==> src/rtl/sweep_counter.sv <==
// rtl/sweep_counter.sv - vector counter plus per-vector settle down-counter
module sweep_counter #(
  parameter int K      = 5,
  parameter int SETTLE = 1
) (
  input  logic         clk,
  input  logic         reset,
  input  logic         clear,
  input  logic         advance,
  input  logic         settle_dec,
  output logic [K-1:0] vec,
  output logic         settle_zero,
  output logic         vec_last
);

  localparam int SW = (SETTLE > 1) ? $clog2(SETTLE) : 1;
  localparam logic [SW-1:0] RELOAD = SW'(SETTLE - 1);

  logic [SW-1:0] settle_cnt;

  // clear starts a sweep at vector 0; advance steps the vector and re-arms the settle wait
  always_ff @(posedge clk) begin
    if (reset) begin
      vec        <= '0;
      settle_cnt <= '0;
    end else if (clear) begin
      vec        <= '0;
      settle_cnt <= RELOAD;
    end else if (advance) begin
      vec        <= vec + 1'b1;
      settle_cnt <= RELOAD;
    end else if (settle_dec) begin
      settle_cnt <= settle_cnt - 1'b1;
    end
  end

  assign settle_zero = (settle_cnt == '0);
  assign vec_last    = &vec;

endmodule

==> config.mk <==
export PLATFORM = sky130hd
export DESIGN_NAME = sweep_counter
export DESIGN_NICKNAME = d
export VERILOG_FILES = /design/src/rtl/sweep_counter.sv
export SDC_FILE = /design/constraint.sdc
export NUM_CORES = 1
export LEC_CHECK = 0
export ABC_AREA = 1
export CAP_MARGIN = 20
export CELL_PAD_IN_SITES_DETAIL_PLACEMENT = 1
export CELL_PAD_IN_SITES_GLOBAL_PLACEMENT = 2
export CORE_MARGIN = 2
export CORE_UTILIZATION = 21
export CTS_CLUSTER_DIAMETER = 30
export DETAILED_ROUTE_END_ITERATION = 6
export MAX_ROUTING_LAYER = met4
export PLACE_DENSITY = 0.72
export SKIP_CTS_REPAIR_TIMING = 1
export SLEW_MARGIN = 20
export SYNTH_ARGS = -nofsm -noshare
export SYNTH_HDL_FRONTEND = slang
export SYNTH_SLANG_ARGS = --single-unit
==> constraint.sdc <==
create_clock -name clk -period 1.5 [get_ports clk]
set_input_delay 0.225 -clock clk [delete_from_list [all_inputs] [get_ports clk]]
set_output_delay 0.225 -clock clk [all_outputs]
set_load 0.01 [all_outputs]
==> impl_results.md, run 1 <==
- Outcome: complete, no violations
- Clock root cell: clkbuf_4
- Metal2 WL: 329 microns
- Met3 wire len: 35 microns
- Post-synthesis mux area share: 0%
- Worst-Margin Slew: 0.372 ns
- Crit share post-route: 96.4%
- Syn avg cell area: 8.58 sq um
- Compound-Gate Fraction of Synth Area: 8.33%
- Final Core Density: 35.7%
- Starting Density: 22.8%
- Synthesis-to-finish area growth: 56.7%
- Reg clk slew, reported paths: 0.04 ns
- Synth warnings: 0
- Fin nets: 61
- Total grt overflow: 0
- CP Buf/Inv Count: 1
- CP top delay family: adder cells
- Cell taking the most area after synthesis: dfxtp_1
- Final Setup Violations: 0
- Crit path DAT: 1.22 ns
- Buffers added on ports: 11
- Vias in the first global route: 286
- Adder-cell area share of the yosys netlist: 8.33%
- Simple logic cell fraction of the synthesized area: 32.9%
- Post-DP HPWL: 527 microns
- Slowest stage cell, crit path: dfxtp_1
- CTS buffer count: 3
- Sequential share of the synthesized area: 40.0%
- Share of layout cells above drive strength 1: 26.9%
- Leak: 0.000227 uW
- DR WL/cell: 9.42 microns
- Starting DRC count in detailed routing: 0
- Fmax: 692 MHz
- Count leader, synth: nand2_1
- Largest fanout on the critical path: 2
- First-pass GRT wire length: 1110 microns
- Layout Cells excl Fill: 67
- Clk_skew: 0.000208 ns
- Top Layer Used: met3
- Drt total wl: 631 microns
- CP dominant cell by count: ha_1
- Worst min path class: reg2reg
- Drt via density: 4.09
- Via count: 274
- Synth top area cells: dfxtp_1 (40%), nand2_1 (8.8%), ha_1 (8.3%), nor2_4 (7.5%), a21oi_1 (6.7%)
- RSZ-0062 raised after global routing: true
- Final Max Tran Viols: 0
- Main combinational cell family by area after synthesis: simple AND/OR/NAND/NOR gates
- Post-synth top area share: 40.0%
- Slew headroom: 75.1%
- Clock latency at the later pin of the worst-skew pair: 0.24 ns
- FFs w/ async S/R, synth: 0%
- Rows: 13
- XOR/XNOR share of the synthesized area: 2.92%
- Critical path launch point type: register
- CP Capture Type: output port
- WS Path Type: reg2out
- Critical path, cell by cell: ha_1 > and3_1 > ha_1 > clkbuf_2
- Synth cell count leaders: nand2_1 (7), dfxtp_1 (6), a21oi_1 (4)
- Req. time, crit path: 1.27 ns
- GRT Resource Usage Total: 9.20%
- Setup TNS: 0 ns
- Drt pass-1 iters: 1
- Largest net degree at the start of global routing: 10
- Yosys reg bits: 6
- Crit path time final: 1.45 ns
- Longest Clk Path Bufs: 2
- Cell Pwr Density: 749 nW/um^2
- Diode count: 0
- Synthesized Nets: 42
- TritonCTS clock tree: done
- Most used flip-flop cell after synthesis: dfxtp_1
- Placed instance count: 64
- Peak VDD IR: 0.000310 V
- Die area: 1750 sq um
- Initial antenna violation count: 0
- H-tree depth: 1
- Core footprint: 1320 sq um
- DR DRC count: 0
- Mapped Area: 300 sq um
- Antenna-violating nets left: 0
- Gate Count Post-Synth: 35
- Unique cell type count in the Yosys netlist: 16
- IO Count: 12
- Clock Sinks: 6
- Die height: 41.8 microns
- Gpl congestion: 0.721
- # Max-Cap Violations: 0
- CP max stage delay: 0.31 ns
- Die Wd: 41.8 microns
- Post-synth EDFFs: 0
- Hold Vio Cnt, Final: 0
- WL met1: 266 microns
-- worst register-to-register path: cells and delay by family (launching register included) --
| family | cells | cell delay [ns] |
|---|---|---|
| adders and majority gates | 2 | 0.46 |
| AOI/OAI and AO/OA | 1 | 0.18 |
| and+or+nand+nor | 2 | 0.23 |
| DFF | 1 | 0.31 |
-- power breakdown --
group | total, uW | internal [uW] | switching, uW
clock network | 148 | 90.5 | 57.5
logic | 40.5 | 21.7 | 18.8
registers | 164 | 163 | 1.43
total | 353 | 275 | 77.7
-- area by class of cell --
cell class                      count  area (sq um)
Fill cell                         157           847
Inverter                            3          11.3
Multi-Input combinational cell     25           158
Clock buffer                        3          22.5
Timing Repair Buffer               15           140
Sequential cell                     6           120
Tap cell                           15          18.8
-- kinds of logic after synthesis --
kind of cell / count (synthesis)
adders and majority gates: 2
DFF: 6
buffers and inverters: 4
and+or+nand+nor: 17
xor gates and xnor gates: 1
AOI/OAI and AO/OA: 5
-- path summary, 6_finish.rpt --
| path | startpoint | to | slack (ns) | depth (start not counted) |
|---|---|---|---|---|
| worst max-delay path | vec[0] | vec_last | 0.05 | 4 |
| worst max register to register | vec[0] | vec[4] | 0.24 | 5 |
| worst min register to register | vec[4] | vec[4] | 0.50 | 2 |
| worst min-delay path | vec[4] | vec[4] | 0.50 | 2 |
-- per-stage QoR --
stage | power (uW) | hold WS (ns) | cell area [sq um] | setup slack, ns
global placement | 208 | 0.468 | 448 | -0.0255
CTS | 358 | 0.521 | 470 | -0.307
detailed placement | 208 | 0.512 | 448 | -0.0446
floorplan | 188 | 0.372 | 300 | 0.237
global route | 376 | 0.539 | 470 | -0.000366
finish | 353 | 0.505 | 470 | 0.0544
-- registers in the layout, indices dropped and copies added (netlist names) --
| signal | count |
|---|---|
| settle_cnt | 1 |
| vec | 5 |
-- cell usage in the layout, fill, tap and decap left out --
master	n
inv_1	2
nand3_1	1
a21oi_1	4
ha_1	2
nand2_2	1
nor2_4	2
clkdlybuf4s50_1	8
clkbuf_2	1
nand2_1	7
nor3_2	1
nand2_4	1
buf_4	4
o21ai_0	1
nor2_1	3
dlymetal6s2s_1	2
and3_1	1
clkbuf_4	3
xnor2_1	1
dfxtp_1	6
inv_2	1
-- metal layers --
layer  vias up  GRT usage [%]
li1        145              -
met1       120           8.64
met2         9           14.4
met3         0           5.22
met4         0           5.81
met5         -              -
Note: power is estimated with default switching activity, not from simulation.
==> inputs of run 2 (changes only) <==
Settings changed: CAP_MARGIN 20 to 5, CTS_CLUSTER_DIAMETER 30 to 80.
==> results of run 2 <==
The final DEF is identical to that of run 1; final timing and power are the same.
